File: src/rtl/seq_alu_if.sv
//==============================================================================
// Module      : seq_alu_if
// Description : Operand/result valid-ready bundle between issue, ALU and writeback.
// Revision    : 1.0 - initial release
//==============================================================================
`default_nettype none

interface seq_alu_if #(
  parameter int XLEN = 32
);
  logic            in_valid;
  logic            in_ready;
  logic [3:0]      alu_control;
  logic [XLEN-1:0] operand_a;
  logic [XLEN-1:0] operand_b;
  logic            out_valid;
  logic            out_ready;
  logic [XLEN-1:0] result;
  logic            zero;
  logic            illegal;

  modport master (
    output in_valid, alu_control, operand_a, operand_b, out_ready,
    input  in_ready, out_valid, result, zero, illegal
  );

  modport slave (
    input  in_valid, alu_control, operand_a, operand_b, out_ready,
    output in_ready, out_valid, result, zero, illegal
  );
endinterface

`default_nettype wire

File: src/rtl/seq_alu.sv
//==============================================================================
// Module      : seq_alu
// Description : Execute-stage ALU, 1-cycle logic/arith ops and, when
//               SEQ_ALU_SHIFT_EN is defined, 1-bit/cycle iterative shifts.
// Revision    : 1.0 - initial release
//==============================================================================
`default_nettype none

module seq_alu #(
  parameter int XLEN = 32,
  parameter int SHW  = 5
) (
  input  logic     clk,
  input  logic     rst_n,
  seq_alu_if.slave bus
);

  typedef enum logic [1:0] {
    IDLE  = 2'd0,
    DONE  = 2'd2
`ifdef SEQ_ALU_SHIFT_EN
    , SHIFT = 2'd1
`endif
  } state_t;

  state_t          r_state;
  logic [XLEN-1:0] r_result;
  logic            r_zero;
  logic            r_illegal;
  logic            r_out_valid;

  logic            w_in_ready;
  logic            w_accept;
  logic [XLEN-1:0] w_res;
  logic            w_ill;

`ifdef SEQ_ALU_SHIFT_EN
  logic [XLEN-1:0] r_work;
  logic [SHW-1:0]  r_cnt;
  logic [1:0]      r_op;
  logic [XLEN-1:0] w_step;
  logic            w_is_shift;
  logic [SHW-1:0]  w_shamt;

  assign w_shamt = bus.operand_b[SHW-1:0];

  // r_op holds alu_control[1:0]: 00 SLL, 01 SRL, 10 SRA
  always_comb begin
    case (r_op)
      2'b00:   w_step = r_work << 1;
      2'b01:   w_step = r_work >> 1;
      default: w_step = {r_work[XLEN-1], r_work[XLEN-1:1]};
    endcase
  end
`endif

  assign w_in_ready = (r_state == IDLE) || ((r_state == DONE) && bus.out_ready);
  assign w_accept   = bus.in_valid && w_in_ready;

  always_comb begin
    w_res = '0;
    w_ill = 1'b0;
`ifdef SEQ_ALU_SHIFT_EN
    w_is_shift = 1'b0;
`endif
    case (bus.alu_control)
      4'b0000: w_res = bus.operand_a & bus.operand_b;
      4'b0001: w_res = bus.operand_a | bus.operand_b;
      4'b0010: w_res = bus.operand_a + bus.operand_b;
      4'b0110: w_res = bus.operand_a - bus.operand_b;
      4'b0111: w_res = {{(XLEN-1){1'b0}},
                        ($signed(bus.operand_a) < $signed(bus.operand_b))};
`ifdef SEQ_ALU_SHIFT_EN
      // A zero-distance shift completes immediately with operand_a
      4'b1000, 4'b1001, 4'b1010: begin
        w_res      = bus.operand_a;
        w_is_shift = 1'b1;
      end
`endif
      default: w_ill = 1'b1;
    endcase
  end

  always_ff @(posedge clk or negedge rst_n) begin
    if (!rst_n) begin
      r_state     <= IDLE;
      r_result    <= '0;
      r_zero      <= 1'b0;
      r_illegal   <= 1'b0;
      r_out_valid <= 1'b0;
`ifdef SEQ_ALU_SHIFT_EN
      r_work      <= '0;
      r_cnt       <= '0;
      r_op        <= 2'b00;
`endif
    end else begin
      case (r_state)
`ifdef SEQ_ALU_SHIFT_EN
        SHIFT: begin
          r_work <= w_step;
          r_cnt  <= r_cnt - 1'b1;
          if (r_cnt == SHW'(1)) begin
            r_result    <= w_step;
            r_zero      <= (w_step == '0);
            r_illegal   <= 1'b0;
            r_out_valid <= 1'b1;
            r_state     <= DONE;
          end
        end
`endif
        default: begin
          if (w_accept) begin
`ifdef SEQ_ALU_SHIFT_EN
            if (w_is_shift && (w_shamt != '0)) begin
              r_work      <= bus.operand_a;
              r_cnt       <= w_shamt;
              r_op        <= bus.alu_control[1:0];
              r_out_valid <= 1'b0;
              r_state     <= SHIFT;
            end else
`endif
            begin
              r_result    <= w_res;
              r_zero      <= (w_res == '0);
              r_illegal   <= w_ill;
              r_out_valid <= 1'b1;
              r_state     <= DONE;
            end
          end else if ((r_state == DONE) && bus.out_ready) begin
            r_out_valid <= 1'b0;
            r_state     <= IDLE;
          end
        end
      endcase
    end
  end

  assign bus.in_ready  = w_in_ready;
  assign bus.out_valid = r_out_valid;
  assign bus.result    = r_result;
  assign bus.zero      = r_zero;
  assign bus.illegal   = r_illegal;

endmodule

`default_nettype wire

File: src/flat_wrapper.sv
// flat-port wrapper written by rule: the top's interface ports become plain ports
module seq_alu_flat 
#(
  parameter int XLEN = 32,
  parameter int SHW  = 5
)
  (clk, rst_n, bus_in_valid, bus_alu_control, bus_operand_a, bus_operand_b, bus_out_ready, bus_in_ready, bus_out_valid, bus_result, bus_zero, bus_illegal);
  seq_alu_if #(.XLEN(XLEN)) bus_i ();
  input  logic clk;
  input  logic rst_n;
  input wire logic [$bits(bus_i.in_valid)-1:0] bus_in_valid;
  input wire logic [$bits(bus_i.alu_control)-1:0] bus_alu_control;
  input wire logic [$bits(bus_i.operand_a)-1:0] bus_operand_a;
  input wire logic [$bits(bus_i.operand_b)-1:0] bus_operand_b;
  input wire logic [$bits(bus_i.out_ready)-1:0] bus_out_ready;
  output wire logic [$bits(bus_i.in_ready)-1:0] bus_in_ready;
  output wire logic [$bits(bus_i.out_valid)-1:0] bus_out_valid;
  output wire logic [$bits(bus_i.result)-1:0] bus_result;
  output wire logic [$bits(bus_i.zero)-1:0] bus_zero;
  output wire logic [$bits(bus_i.illegal)-1:0] bus_illegal;
  assign bus_i.in_valid = bus_in_valid;
  assign bus_i.alu_control = bus_alu_control;
  assign bus_i.operand_a = bus_operand_a;
  assign bus_i.operand_b = bus_operand_b;
  assign bus_i.out_ready = bus_out_ready;
  assign bus_in_ready = bus_i.in_ready;
  assign bus_out_valid = bus_i.out_valid;
  assign bus_result = bus_i.result;
  assign bus_zero = bus_i.zero;
  assign bus_illegal = bus_i.illegal;
  seq_alu #(.XLEN(XLEN), .SHW(SHW)) u_core (.clk(clk), .rst_n(rst_n), .bus(bus_i));
endmodule
File: config.mk
export PLATFORM = sky130hd
export DESIGN_NAME = seq_alu_flat
export DESIGN_NICKNAME = d
export VERILOG_FILES = /design/src/rtl/seq_alu_if.sv /design/src/rtl/seq_alu.sv /design/src/flat_wrapper.sv
export SDC_FILE = /design/constraint.sdc
export NUM_CORES = 1
export LEC_CHECK = 0
export BUFFER_PORTS_ARGS = -buffer_cell sky130_fd_sc_hd__buf_2
export CAP_MARGIN = 20
export CORE_MARGIN = 1
export CORE_UTILIZATION = 48
export CTS_BUF_LIST = sky130_fd_sc_hd__clkbuf_8
export CTS_CLUSTER_DIAMETER = 100
export DETAILED_ROUTE_END_ITERATION = 6
export PLACE_DENSITY = 0.76
export SKIP_CTS_REPAIR_TIMING = 1
export SLEW_MARGIN = 10
export SYNTH_ARGS = -nofsm -noshare
export SYNTH_HDL_FRONTEND = slang
export SYNTH_SLANG_ARGS = --single-unit
File: constraint.sdc
create_clock -name clk -period 4.95 [get_ports clk]
set_clock_uncertainty 0.1 [all_clocks]
set_input_delay 0.495 -clock clk [delete_from_list [all_inputs] [get_ports clk]]
set_output_delay 0.495 -clock clk [all_outputs]
set_load 0.01 [all_outputs]
==> results.json <==
{
  "fmaxAchievable_mhz": 258.4,
  "layout_worst_path_cycle_share": 0.7819,
  "count_of_endpoints_failing_hold_in_the_final_timing_report": 0,
  "final-max-slew-violation-count": 0,
  "yosys.area_share.simple": 0.1906,
  "clock_insertion_delay_worst_skew_ps": 300,
  "clock-root-buffer": "clkbuf_8",
  "min-delay-path-class": "in -> async",
  "post_drt_via_cell_ratio": 6.190,
  "vias": 7211,
  "cts.reportedPaths.clkPinSlew_ps": 70,
  "arrival_ps": 4000,
  "globalRouteTotalUtil": 0.2831,
  "layout-area-overhead-vs-synth_pct": 11.12,
  "timing.rr.start": "u_core.bus.out_valid$_DFFE_PN0P_",
  "grt_setup_unrepaired": "no",
  "syn-instance-count": 912,
  "synth.ff_latch_count": 35,
  "port-buffer-count": 107,
  "die_w_um": 119.1,
  "cts_max_level": 2,
  "timing.hold.ws_ps": 164.8,
  "drv.max_cap_violation_count": 0,
  "tightest_slew_ps": 940.1,
  "routedWlPerCell_um": 17.41,
  "ctsLongestPathBuffers": 2,
  "start_util": 0.4951,
  "criticalPathCategory": "in -> reg",
  "grt.met2_usage": 0.4357,
  "number_of_top_level_design_ports": 108,
  "yosys-mux-area-fraction": 0.02794,
  "setup.worst_path.end_class": "flop",
  "ys.flop_type": "dfrtp_1",
  "instances_no_fill": 1165,
  "grt_first_pass_wirelength_um": 32480,
  "cts_made_buffers": 5,
  "drt_wl_total_um": 20280,
  "yosysWarnings": 0,
  "total_power_mw": 1.305,
  "post_synth_num_cell_types": 84,
  "fillerInstances": 1320,
  "required_time_at_the_endpoint_of_the_critical_path_ps": 5070,
  "cell_row_count": 42,
  "post-synth-top-count-cell": "inv_1",
  "cp_max_fo": 12,
  "timing.final.crit_period_ps": 3870,
  "die_height_um": 119.1,
  "cts_num_sinks": 35,
  "core_area_mm2": 0.01330,
  "cts_tree": "done",
  "number_of_antenna_violations_at_the_first_check_in_global_routing": 0,
  "synthDominantAreaCellType": "ha_1",
  "die_area_mm2": 0.01419,
  "grt_pass1_vias": 6429,
  "drt.antenna.violating_nets": 0,
  "synth-compound-area-share": 0.3406,
  "nNetsFinal": 1160,
  "netlist_area_mm2": 0.006583,
  "relSlewSlack": 0.3685,
  "yosys.area_share.adder": 0.1924,
  "hpwl_um": 15930,
  "synthXorXnorAreaFrac": 0.01996,
  "postSynthNetCount": 1084,
  "first_pass_iters": 6,
  "postSynthAreaPerCell_um2": 7.218,
  "synth_seq_area_share": 0.1331,
  "setup_tns_ps": 0,
  "share_of_post_route_cells_with_drive_strength_above_1": 0.1608,
  "synth_top_cells_by_count": "inv_1, ha_1, a21oi_1, nor2_1, nand2_1",
  "globalRouteOverflowTotal": 0,
  "leakagePower_nw": 3.583,
  "synth_edf_count": 0,
  "combinational_family_with_the_most_area_after_synthesis": "compound AO/OA/AOI/OAI gates",
  "powerDensity_mw_per_mm2": 178.5,
  "worst_ir_drop_vdd_mv": 0.09388,
  "drc": 0,
  "cp-start-kind": "input pin",
  "gpl.final_weighted_congestion": 0.9879,
  "dpl.cell_count": 1157,
  "yosysTopAreaCellShare": 0.1863,
  "ff2ff_path_depth": 12,
  "final-setup-viol-count": 0,
  "largest_net_degree_at_the_start_of_global_routing": 45,
  "status": "completed",
  "detailedRoute.firstIterationViolations": 796,
  "synthArstFlopShare": 1.000,
  "num_antenna_cells": 0,
  "grt_util_met1": 0.4058,
  "critical_path.startpoint": "bus_operand_b[11]",
  "globalRoute.busiestLayer": "met2",
  "final_critical_path_setup_slack_ps": 1080,
  "worst_slack_after_detailed_placement_ps": 863.8,
  "post_synth_main_area_contributors": "ha_1, dfrtp_1, a21oi_1",
  "globalRouteMet3Util": 0.04310
}
## cell families after synthesis
family	Yosys count
muxes	18
adders and majority gates	100
AOI/OAI and AO/OA	325
DFF	35
xor gates and xnor gates	15
buffers and inverters	162
and+or+nand+nor	257
## where the power goes
group          switching [mW]  internal [mW]  total (mW)
sequential             0.0201          0.316       0.336
clock                   0.110          0.113       0.224
combinational           0.466          0.280       0.746
total                   0.597          0.709        1.31
## final timing paths
| kind | end | slack [ps] |
|---|---|---|
| setup / recovery | u_core.bus.zero$_DFFE_PN0P_ | 1080 |
| hold / removal | u_core.bus.out_valid$_DFFE_PN0P_ | 160 |
| setup reg to reg | u_core.bus.zero$_DFFE_PN0P_ | 1870 |
| hold reg to reg | u_core.bus.result[18]$_DFFE_PN0P_ | 390 |
| max in group asynchronous | u_core.bus.result[27]$_DFFE_PN0P_ | 4100 |
| min in group clk | u_core.bus.out_valid$_DFFE_PN0P_ | 340 |
## state kept, by name, indices dropped and copies added, names as in the netlist
register	flops
u_core.bus.result	32
u_core.bus.illegal	1
u_core.bus.out_valid	1
u_core.bus.zero	1
## layout by cell type, fill, tap and decap left out, drive strengths merged, types with 14 or more instances in the layout
master  instances
a211oi         18
a21o           15
a21oi          84
a31oi          14
buf           117
dfrtp          35
ha             98
inv           113
mux2i          15
nand2          64
nor2           81
nor2b          15
nor3           20
o211ai         14
o21ai          66
## per-layer routing
metal,part of all wire,vias up
met5,0,-
met4,0.024,0
met3,0.11,49
met2,0.43,406
met1,0.44,3319
li1,-,3437
## layout make-up
cell class | count | area (µm²) | share of cell area
inverters | 114 | 427.9 | 0.05850
well taps | 176 | 220.2 | 0.03011
clock inverters | 2 | 16.27 | 0.002224
clock buffers | 6 | 82.58 | 0.01129
flip-flops and latches | 35 | 875.8 | 0.1197
repair buffers | 117 | 610.6 | 0.08348
multi-input cells | 715 | 5081 | 0.6947
## through the flow
step | util | area [µm²]
3_3_place_gp | 0.5427 | 7216
5_1_grt | 0.5502 | 7315
3_5_place_dp | 0.5427 | 7216
4_1_cts | 0.5502 | 7315
6_report | 0.5502 | 7315
2_1_floorplan | - | 6583
## worst max-delay path, cell delays in order
cell and delay (ps):
buf_2 100, inv_1 60, ha_1 460, nor4_2 590
o21ai_0 260, a31oi_1 240, a31oi_1 110, a21oi_1 290
or4b_1 470, nand3_1 130, xnor2_1 130, o22ai_1 160
or3_1 380, o21ai_1 120
Power figures use the tool's default switching activity.
